--- config.mk ---
export PLATFORM = sky130hd
export DESIGN_NAME = mivider
export DESIGN_NICKNAME = d
export VERILOG_FILES = /design/src/rtl/mivider_pkg.sv /design/src/rtl/mivider_step.sv /design/src/rtl/mivider.sv
export SDC_FILE = /design/constraint.sdc
export NUM_CORES = 1
export LEC_CHECK = 0
export ABC_AREA = 1
export BUFFER_PORTS_ARGS = -buffer_cell sky130_fd_sc_hd__clkbuf_2
export CAP_MARGIN = 5
export CORE_MARGIN = 3
export CORE_UTILIZATION = 55
export DETAILED_ROUTE_END_ITERATION = 12
export HOLD_SLACK_MARGIN = 0.03
export PLACE_DENSITY = 0.75
export SETUP_SLACK_MARGIN = 0.2
export SLEW_MARGIN = 15
export SYNTH_ARGS = -nofsm -noshare
export SYNTH_HDL_FRONTEND = slang
export SYNTH_SLANG_ARGS = --single-unit
--- constraint.sdc ---
create_clock -name clk -period 2.2 [get_ports clk]
set_clock_uncertainty 0.1 [all_clocks]
set_input_delay 0.11 -clock clk [delete_from_list [all_inputs] [get_ports clk]]
set_output_delay 0.11 -clock clk [all_outputs]
set_load 0.02 [all_outputs]
--- src/rtl/mivider_pkg.sv ---
// mivider_pkg: shared types and default sizing for the sequential fixed-point divider.
// Defaults describe the Q4.6 configuration (10-bit operands, 16-bit raw quotient).
// Modules recompute their own sizes from their parameters; these are the reference values.
package mivider_pkg;

  typedef enum logic {
    IDLE = 1'b0,
    RUN  = 1'b1
  } state_t;

  localparam int DEF_W    = 10;
  localparam int DEF_FRAC = 6;
  localparam int QW       = DEF_W + DEF_FRAC;
  localparam int CNTW     = $clog2(QW + 1);
  localparam logic [DEF_W-1:0] SAT = '1;

endpackage

--- src/rtl/mivider_step.sv ---
// mivider_step: one combinational radix-2 restoring division step.
// Shifts the next dividend bit into the remainder and subtracts the divisor when it fits.
// The incoming remainder is always below the divisor, so the result fits in W+1 bits.
module mivider_step #(
  parameter int W = 10
) (
  input  logic [W:0]   i_rem,
  input  logic         i_bit,
  input  logic [W-1:0] i_div,
  output logic [W:0]   o_rem,
  output logic         o_qbit
);

  logic [W+1:0] w_sh;

  assign w_sh   = {i_rem, i_bit};
  assign o_qbit = (w_sh >= {2'b00, i_div});
  // Modular W+1-bit subtraction is exact here because the true difference is below 2^W.
  assign o_rem  = o_qbit ? (w_sh[W:0] - {1'b0, i_div}) : w_sh[W:0];

endmodule

--- src/rtl/mivider.sv ---
// mivider: unsigned fixed-point divider Q_out = A_in / B_in, one quotient bit per clock.
// Latency 16 cycles from start acceptance to the valid pulse; start is ignored while busy.
// MIVIDER_STATUS_EN adds registered dbz/ovf status outputs updated with Q_out.
module mivider
  import mivider_pkg::*;
#(
  parameter int W    = DEF_W,
  parameter int FRAC = DEF_FRAC
) (
  input  logic         clk,
  input  logic         sclr,
  input  logic [W-1:0] A_in,
  input  logic [W-1:0] B_in,
  input  logic         start,
  output logic [W-1:0] Q_out,
  output logic         busy,
`ifdef MIVIDER_STATUS_EN
  output logic         dbz,
  output logic         ovf,
`endif
  output logic         valid
);

  localparam int L_QW   = W + FRAC;
  localparam int L_CNTW = $clog2(L_QW + 1);
  localparam logic [W-1:0] L_SAT = '1;

  state_t            r_state;
  state_t            w_state_nxt;
  logic              w_accept;
  logic              w_last;
  logic [L_QW-1:0]   r_dvd;
  logic [W-1:0]      r_b;
  logic [W:0]        r_rem;
  logic [L_QW-2:0]   r_quo;
  logic [L_CNTW-1:0] r_cnt;
  logic [W-1:0]      r_q;
  logic              r_valid;
  logic [W:0]        w_rem;
  logic              w_qbit;
  logic [L_QW-1:0]   w_quo;
  logic              w_sat;
`ifdef MIVIDER_STATUS_EN
  logic              r_dbz;
  logic              r_ovf;
`endif

  mivider_step #(.W(W)) u_step (
    .i_rem  (r_rem),
    .i_bit  (r_dvd[L_QW-1]),
    .i_div  (r_b),
    .o_rem  (w_rem),
    .o_qbit (w_qbit)
  );

  // Full quotient including the bit produced on the current step; upper FRAC bits flag overflow.
  assign w_quo = {r_quo, w_qbit};
  assign w_sat = |w_quo[L_QW-1 -: FRAC];

  // Next-state logic: accept start only in IDLE, leave RUN on the final quotient bit.
  always_comb begin
    w_state_nxt = r_state;
    w_accept    = 1'b0;
    w_last      = 1'b0;
    case (r_state)
      IDLE: begin
        if (start) begin
          w_accept    = 1'b1;
          w_state_nxt = RUN;
        end
      end
      RUN: begin
        if (r_cnt == L_CNTW'(L_QW - 1)) begin
          w_last      = 1'b1;
          w_state_nxt = IDLE;
        end
      end
      default: w_state_nxt = IDLE;
    endcase
  end

  // State, datapath and output registers; sclr abandons any operation in flight.
  always_ff @(posedge clk) begin
    if (sclr) begin
      r_state <= IDLE;
      r_dvd   <= '0;
      r_b     <= '0;
      r_rem   <= '0;
      r_quo   <= '0;
      r_cnt   <= '0;
      r_q     <= '0;
      r_valid <= 1'b0;
`ifdef MIVIDER_STATUS_EN
      r_dbz   <= 1'b0;
      r_ovf   <= 1'b0;
`endif
    end else begin
      r_state <= w_state_nxt;
      r_valid <= 1'b0;
      if (w_accept) begin
        r_dvd <= {A_in, {FRAC{1'b0}}};
        r_b   <= B_in;
        r_rem <= '0;
        r_quo <= '0;
        r_cnt <= '0;
      end else if (r_state == RUN) begin
        r_dvd <= {r_dvd[L_QW-2:0], 1'b0};
        r_rem <= w_rem;
        r_quo <= {r_quo[L_QW-3:0], w_qbit};
        r_cnt <= r_cnt + L_CNTW'(1);
        if (w_last) begin
          r_q     <= w_sat ? L_SAT : w_quo[W-1:0];
          r_valid <= 1'b1;
`ifdef MIVIDER_STATUS_EN
          r_dbz   <= (r_b == '0);
          r_ovf   <= w_sat;
`endif
        end
      end
    end
  end

  assign Q_out = r_q;
  assign busy  = (r_state == RUN);
  assign valid = r_valid;
`ifdef MIVIDER_STATUS_EN
  assign dbz   = r_dbz;
  assign ovf   = r_ovf;
`endif

endmodule

==> results of run 1 <==
[power groups by stage]
| stage | logic, mW | registers, mW | clock network [mW] |
|---|---|---|---|
| 2_1_floorplan | 0.696 | 1.24 | 0 |
| 3_3_place_gp | 0.793 | 1.25 | 0 |
| 3_5_place_dp | 0.808 | 1.25 | 0 |
| 4_1_cts | 0.892 | 1.22 | 1.11 |
| 5_1_grt | 1.15 | 1.23 | 1.17 |
| 6_report | 1.04 | 1.23 | 1.09 |
[final cells by class]
cell class	count	area, sq um
clock buffers	10	128
clock inverters	6	83.8
fillers	447	1570
inverters	65	246
multi-input cells	311	1720
flip-flops and latches	63	1270
well taps	72	90.1
repair buffers	70	504
[Yosys cell counts, types with 4 or more instances]
library cell and number:
sky130_fd_sc_hd__dfxtp_1 63, sky130_fd_sc_hd__nor3_1 7, sky130_fd_sc_hd__clkbuf_1 12, sky130_fd_sc_hd__inv_1 61, sky130_fd_sc_hd__nand4_1 4, sky130_fd_sc_hd__ha_1 12, sky130_fd_sc_hd__nand3_2 5, sky130_fd_sc_hd__a21oi_1 50
sky130_fd_sc_hd__nand2_1 110, sky130_fd_sc_hd__nand2_2 9, sky130_fd_sc_hd__inv_2 4, sky130_fd_sc_hd__nor2_1 44, sky130_fd_sc_hd__o21ai_0 24, sky130_fd_sc_hd__nand3_1 22
[logic make-up after synthesis]
logic type / synth area share (%)
AND/OR/NAND/NOR: 30.0
buffers and inverters: 11.3
AO/OA/AOI/OAI: 13.8
flip-flops: 39.1
adder cells (fa/ha/maj): 5.27
XOR/XNOR: 0.543
[registers in the layout (all words and copies together) (netlist names)]
name	cells
r_quo	15
r_rem	11
Q_out	10
r_b	10
r_dvd	10
r_cnt	5
busy	1
valid	1
[how the worst min path moves through the flow]
stage | to | slack, ps | cells past startpoint
3_5_place_dp | r_dvd[6] | 250 | 3
5_1_grt | r_cnt[4] | 160 | 5
4_1_cts | r_cnt[4] | 110 | 5
2_1_floorplan | r_dvd[6] | 80 | 1
6_report | r_cnt[4] | 120 | 5
3_3_place_gp | r_dvd[6] | 250 | 3
[per-stage QoR]
step / power (mW) / cells / instance area, sq um / hold slack (ps) / utilization, %
finish: 3.36 / 597 / 4040 / 124 / 72.0
global route: 3.55 / 597 / 4040 / 156 / 72.0
CTS: 3.22 / 594 / 3880 / 113 / 69.2
detailed placement: 2.06 / 554 / 3430 / 252 / 61.2
global placement: 2.04 / 554 / 3430 / 249 / 61.2
floorplan: 1.93 / 459 / 3230 / 79.1 / -
[critical path: stages (launching register included)]
cell                      delay (ps)
sky130_fd_sc_hd__dfxtp_2         330
sky130_fd_sc_hd__inv_2            50
sky130_fd_sc_hd__ha_4            150
sky130_fd_sc_hd__fa_2            390
sky130_fd_sc_hd__o21ai_2         190
sky130_fd_sc_hd__nand2_2         120
sky130_fd_sc_hd__nand4_4         180
sky130_fd_sc_hd__buf_4           150
sky130_fd_sc_hd__nand2_2          40
sky130_fd_sc_hd__nand3_1          70
sky130_fd_sc_hd__a21oi_1          60
[per-layer routing]
metal | part of all wire (%) | wire length, um | global-route usage, % | vias up
met4 | 3.0 | 221 | 10.5 | 0
met3 | 3.6 | 269 | 5.42 | 23
met2 | 49 | 3690 | 40.9 | 76
met5 | 0 | 0 | 0 | -
li1 | - | - | - | 1579
met1 | 44 | 3290 | 28.2 | 1378
[repair_timing]
| action | 4_1_cts | 5_1_grt |
|---|---|---|
| pin swaps | 1 | 7 |
| resized for setup | 1 | 29 |
| buffers inserted | 3 | 3 |
| hold buffers | 21 | 0 |
| endpoints found under the setup margin | 11 | 12 |
| endpoints found under the hold margin | 22 | 0 |
==> run summary, run 1 <==
STATUS
----------------------------------------------------------------------------------------------------
Result of the run ..................................................................... finished, final reports clean

CLOCK TREE
----------------------------------------------------------------------------------------------------
Clock-pin slew reported for the worst setup and hold paths after clock tree synthesis .        70 ps
Clock tree sinks ......................................................................           63
Clock latency reported for the late side of the worst-skew pair .......................       340 ps
CTS tree ..............................................................................        built
Clock buffers created by TritonCTS ....................................................            9
Number of H-tree levels ...............................................................            3
Worst-case clock buffer depth .........................................................            2
Cell at the root of the clock tree .................................................... sky130_fd_sc_hd__clkbuf_8

DIE
----------------------------------------------------------------------------------------------------
Number of placed I/O pins .............................................................           35
Die width .............................................................................      82.6 um
DIE AREA ..............................................................................   6820 sq um
Die Y .................................................................................      82.6 um
Standard-cell row count ...............................................................           27
Placeable Area ........................................................................   5610 sq um
Initial Util ..........................................................................        57.6%

ROUTING
----------------------------------------------------------------------------------------------------
Final routed wirelength across all metal layers .......................................      7.47 mm
Routed vias ...........................................................................         3056
Number of vias per cell after detailed routing ........................................         5.12
Drt first-iter violations .............................................................          188
Count of unresolved DRC violations after routing ......................................            0
Remaining antenna violation count .....................................................            0
WL/cell ...............................................................................      12.5 um
DR pass1 iterations ...................................................................            4

WORST SETUP PATH
----------------------------------------------------------------------------------------------------
Setup crit end kind ...................................................................    flip-flop
Start of the worst register-to-register path ..........................................    r_dvd[15]
Type of origin of the critical path ...................................................    flip-flop
Critical path fanouts, max ............................................................            7
Setup Crit Path Kind ..................................................................      reg2reg
Launch point of the critical path .....................................................    r_dvd[15]
Reg-to-reg slack, setup ...............................................................       210 ps
Reg2Reg Capture Point .................................................................     r_rem[1]
Endpoint required time on the critical path ...........................................      2280 ps
CP Capture Point ......................................................................     r_rem[1]
Worst EP arrival ......................................................................      2070 ps
R2r worst-path depth ..................................................................           10

SYNTH
----------------------------------------------------------------------------------------------------
Mapped Nets ...........................................................................          495
Number of enable flip-flop cells after synthesis ......................................            0
Async S/R FF share, synth .............................................................           0%
Portion of synthesized cell area occupied by the leading cell type ....................        39.1%
Number of standard cells after synthesis ..............................................          459
Library cell with the largest summed area after synthesis ............................. sky130_fd_sc_hd__dfxtp_1
Most used flip-flop cell after synthesis .............................................. sky130_fd_sc_hd__dfxtp_1
YS warnings ...........................................................................            0
Synthesized area per cell .............................................................   7.03 sq um
Cell types with the largest area share after synthesis ................................ sky130_fd_sc_hd__dfxtp_1, sky130_fd_sc_hd__nand2_1, sky130_fd_sc_hd__a21oi_1
Number of library cell types mapped by synthesis ......................................           38
Total standard cell area after synthesis ..............................................   3230 sq um
Seq cells post-synth ..................................................................           63
Sequential area share after synthesis .................................................        39.1%

PWR
----------------------------------------------------------------------------------------------------
Net switching power ...................................................................      1.08 mW
Sequential share of power .............................................................        36.5%
Total leakage power ...................................................................      1.84 nW
Proportion of total power due to net switching ........................................        32.2%
Power per cell area ...................................................................  833 nW/um^2
Clk pwr share .........................................................................        32.5%
Maximum resistive drop on vdd .........................................................   0.000524 V
Fraction of power consumed by combinational cells .....................................        30.9%
Internal power component ..............................................................      2.28 mW

STA
----------------------------------------------------------------------------------------------------
Worst relative slew slack .............................................................        37.3%
Portion of the clock cycle consumed by the worst path in the final layout .............        90.4%
Worst setup slack after layout ........................................................       211 ps
Number of endpoints with negative hold slack in the final report ......................            0
Setup repair after global routing missed its margin ...................................          yes
Max Clk Rate ..........................................................................    0.503 GHz
Final setup violation count ...........................................................            0
Slew at the pin with the worst max-slew slack .........................................       939 ps
Final period demand of the worst path .................................................      1990 ps
Total Negative Setup Slacks ...........................................................         0 ps
Number of max-slew violations in the final report .....................................            0

WORST HOLD PATH
----------------------------------------------------------------------------------------------------
Worst Min Path Start ..................................................................        start
Worst hold path type ..................................................................       in2reg

FINAL LAYOUT
----------------------------------------------------------------------------------------------------
Layout cell share with drive strength beyond 1 ........................................        22.5%
Highest-count cells in the layout ignoring fill and taps .............................. sky130_fd_sc_hd__nand2_1, sky130_fd_sc_hd__inv_1, sky130_fd_sc_hd__dfxtp_1
NumNets Final .........................................................................          556
Antenna diode count ...................................................................            0
Most frequent standard cell in the layout excluding fill and tap cells ................ sky130_fd_sc_hd__nand2_1
Area growth from synthesis to final layout ............................................        25.1%

PLACED DESIGN
----------------------------------------------------------------------------------------------------
# port buffers ........................................................................           34
Final GP Congestion ...................................................................        0.871
Dpl ws ................................................................................      56.4 ps
Post-detail-place hpwl ................................................................      4.79 mm

GLOBAL ROUTE
----------------------------------------------------------------------------------------------------
Maximum number of pins on one net before global-route repair ..........................           30
Remaining global-route overflow .......................................................            0
Wire length of the first global-routing pass ..........................................      12.3 mm
Initial antenna violation count .......................................................            0
Gr usage total ........................................................................        23.8%
Via count of the first global-routing pass ............................................         2833

RUN
----------------------------------------------------------------------------------------------------
Count of max-cap constraint violations ................................................            0

Note: power is estimated with default switching activity, not from simulation.
==> run 2: changes to the inputs <==
--- a/config.mk
+++ b/config.mk
@@ -10,6 +10,7 @@
 export CAP_MARGIN = 5
 export CORE_MARGIN = 3
 export CORE_UTILIZATION = 55
+export CTS_CLUSTER_SIZE = 8
 export DETAILED_ROUTE_END_ITERATION = 12
 export HOLD_SLACK_MARGIN = 0.03
 export PLACE_DENSITY = 0.75
==> constraint.sdc (replaced) <==
create_clock -name clk -period 2.2 [get_ports clk]
set_clock_uncertainty 0.1 [all_clocks]
set_input_delay 0.44 -clock clk [delete_from_list [all_inputs] [get_ports clk]]
set_output_delay 0.44 -clock clk [all_outputs]
set_load 0.02 [all_outputs]
==> run summary, run 2 (same netlist as run 1, synthesis figures left out) <==
PLACED DESIGN
----------------------------------------------------------------------------------------------------
Final GP Congestion ...................................................................        0.853
Placed standard-cell area .............................................................   3430 sq um
Dpl ws ................................................................................      76.1 ps
# port buffers ........................................................................           34
Post-detail-place hpwl ................................................................      4.66 mm
Count of placed standard cells including taps .........................................          554

CLOCK TREE
----------------------------------------------------------------------------------------------------
Clock tree sinks ......................................................................           63
Worst-case clock buffer depth .........................................................            2
Cell at the root of the clock tree .................................................... sky130_fd_sc_hd__clkbuf_8
CTS tree ..............................................................................        built
Clock latency reported for the late side of the worst-skew pair .......................       340 ps
Clock buffers created by TritonCTS ....................................................            9
Number of H-tree levels ...............................................................            3
Clock-pin slew reported for the worst setup and hold paths after clock tree synthesis .        70 ps

STA
----------------------------------------------------------------------------------------------------
Final period demand of the worst path .................................................      1950 ps
Number of endpoints with negative hold slack in the final report ......................            0
Total Negative Setup Slacks ...........................................................         0 ps
Slew at the pin with the worst max-slew slack .........................................       883 ps
Worst relative slew slack .............................................................        41.1%
Max Clk Rate ..........................................................................    0.512 GHz
Final setup violation count ...........................................................            0
Setup repair after global routing missed its margin ...................................          yes
Number of max-slew violations in the final report .....................................            0
Worst setup slack after layout ........................................................       248 ps
Portion of the clock cycle consumed by the worst path in the final layout .............        88.7%

WORST SETUP PATH
----------------------------------------------------------------------------------------------------
Most used cell along the critical path ................................................ sky130_fd_sc_hd__nand3_2
Setup crit end kind ...................................................................    flip-flop
R2r worst-path depth ..................................................................           10
Worst EP arrival ......................................................................      2040 ps
Endpoint required time on the critical path ...........................................      2290 ps
Start of the worst register-to-register path ..........................................    r_dvd[15]
Family of cells with the greatest summed delay on the critical path ...................  adder cells
Reg2Reg Capture Point .................................................................     r_rem[8]
Setup Crit Path Kind ..................................................................      reg2reg
Biggest cell delay along the critical path ............................................       410 ps
Reg-to-reg slack, setup ...............................................................       250 ps
Type of origin of the critical path ...................................................    flip-flop
Critical Path, Cell by Cell ........................................................... inv_2, ha_4, fa_2, o21ai_4, nand2_4, nand4_4, buf_6, nand3_2, nand3_2, a21oi_1
Sum of buffers and inverters on the critical path .....................................            2
Slowest cell on crit path ............................................................. sky130_fd_sc_hd__fa_2
Critical path fanouts, max ............................................................            7

WORST HOLD PATH
----------------------------------------------------------------------------------------------------
Worst hold stages .....................................................................            2
Worst hold path type ..................................................................       in2reg
Worst-case hold path end point ........................................................     r_dvd[6]
Worst Min Path Start ..................................................................         sclr

FINAL LAYOUT
----------------------------------------------------------------------------------------------------
Registers with the most flip-flops .................................................... r_quo x15, r_rem x11
Post-Layout Inst Area .................................................................   3900 sq um
Most frequent standard cell in the layout excluding fill and tap cells ................ sky130_fd_sc_hd__nand2_1
Highest-count cells in the layout ignoring fill and taps .............................. sky130_fd_sc_hd__nand2_1, sky130_fd_sc_hd__inv_1, sky130_fd_sc_hd__dfxtp_1
Layout cell share with drive strength beyond 1 ........................................        23.1%
Number of flip-flops under the largest register name ..................................           15
NumNets Final .........................................................................          537
Antenna diode count ...................................................................            0
Area growth from synthesis to final layout ............................................        20.8%
Largest Register ......................................................................        r_quo
Final cell count without fillers ......................................................          578
Number of fill cells in the layout ....................................................          477

PWR
----------------------------------------------------------------------------------------------------
Maximum resistive drop on vdd .........................................................   0.000716 V
Total leakage power ...................................................................      1.79 nW
Net switching power ...................................................................      1.05 mW
Fraction of power consumed by combinational cells .....................................        29.0%
Proportion of total power due to net switching ........................................        30.3%
Power per cell area ...................................................................  887 nW/um^2
Sequential share of power .............................................................        35.5%
Internal power component ..............................................................      2.41 mW
Total power after layout ..............................................................      3.46 mW
Clk pwr share .........................................................................        35.5%

ROUTING
----------------------------------------------------------------------------------------------------
WL/cell ...............................................................................      11.9 um
Final routed wirelength across all metal layers .......................................      6.88 mm
Drt first-iter violations .............................................................          162
DR pass1 iterations ...................................................................            4
Routed vias ...........................................................................         2942
Count of unresolved DRC violations after routing ......................................            0
Remaining antenna violation count .....................................................            0
Number of vias per cell after detailed routing ........................................         5.09

DIE
----------------------------------------------------------------------------------------------------
Number of placed I/O pins .............................................................           35
Initial Util ..........................................................................        57.6%
Standard-cell row count ...............................................................           27
Die Y .................................................................................      82.6 um
DIE AREA ..............................................................................   6820 sq um
Placeable Area ........................................................................   5610 sq um
Die width .............................................................................      82.6 um

GLOBAL ROUTE
----------------------------------------------------------------------------------------------------
Remaining global-route overflow .......................................................            0
Initial antenna violation count .......................................................            0
Via count of the first global-routing pass ............................................         2799
Wire length of the first global-routing pass ..........................................      11.7 mm
Gr usage total ........................................................................        22.1%
Maximum number of pins on one net before global-route repair ..........................           30

STATUS
----------------------------------------------------------------------------------------------------
Result of the run ..................................................................... finished, final reports clean

RUN
----------------------------------------------------------------------------------------------------
Count of max-cap constraint violations ................................................            0

-- run 2: layout make-up --
type	instances	area, sq um	area share (%)
multi-input cells	311	1740	44.5
flip-flops and latches	63	1270	32.5
repair buffers	51	317	8.12
inverters	65	244	6.26
clock buffers	11	141	3.63
clock inverters	5	104	2.66
well taps	72	90.1	2.31
-- run 2: power by group through the flow --
| stage | Combinational, mW | Sequential [mW] | Clock [mW] |
|---|---|---|---|
| 3_3_place_gp | 0.794 | 1.25 | 0 |
| 2_1_floorplan | 0.696 | 1.24 | 0 |
| 6_report | 1.00 | 1.23 | 1.23 |
| 5_1_grt | 1.12 | 1.23 | 1.30 |
| 4_1_cts | 0.875 | 1.22 | 1.24 |
| 3_5_place_dp | 0.806 | 1.25 | 0 |
-- run 2: how the worst max path moves through the flow --
stage | start | slack [ps] | depth (start not counted) | to
floorplan | r_dvd[15] | 260 | 10 | r_rem[7]
global placement | r_dvd[15] | 130 | 10 | r_rem[5]
detailed placement | r_dvd[15] | 80 | 10 | r_rem[5]
CTS | r_b[7] | 210 | 11 | r_rem[3]
global route | r_dvd[15] | 150 | 10 | r_rem[5]
finish | r_dvd[15] | 250 | 10 | r_rem[8]
-- run 2: per-stage QoR --
stage               hold WS [ps]  utilization [%]
floorplan                    335                -
global placement             353             61.2
detailed placement           357             61.2
CTS                          235             66.2
global route                 254             69.5
finish                       243             69.5
-- run 2: repair_timing --
item	CTS	global route
endpoints found under the hold margin	0	0
pin swaps	0	11
resized for setup	1	32
endpoints found under the setup margin	10	12
hold buffers	0	0
setup buffers	4	4
-- run 2: layer usage --
layer  routed length, um  GRT usage (%)  part of all wire, %
met1                3100           26.7                   45
met2                3360           37.9                   49
met3                 272           3.36                  4.0
met4                 136           11.3                  2.0
met5                   0              0                    0
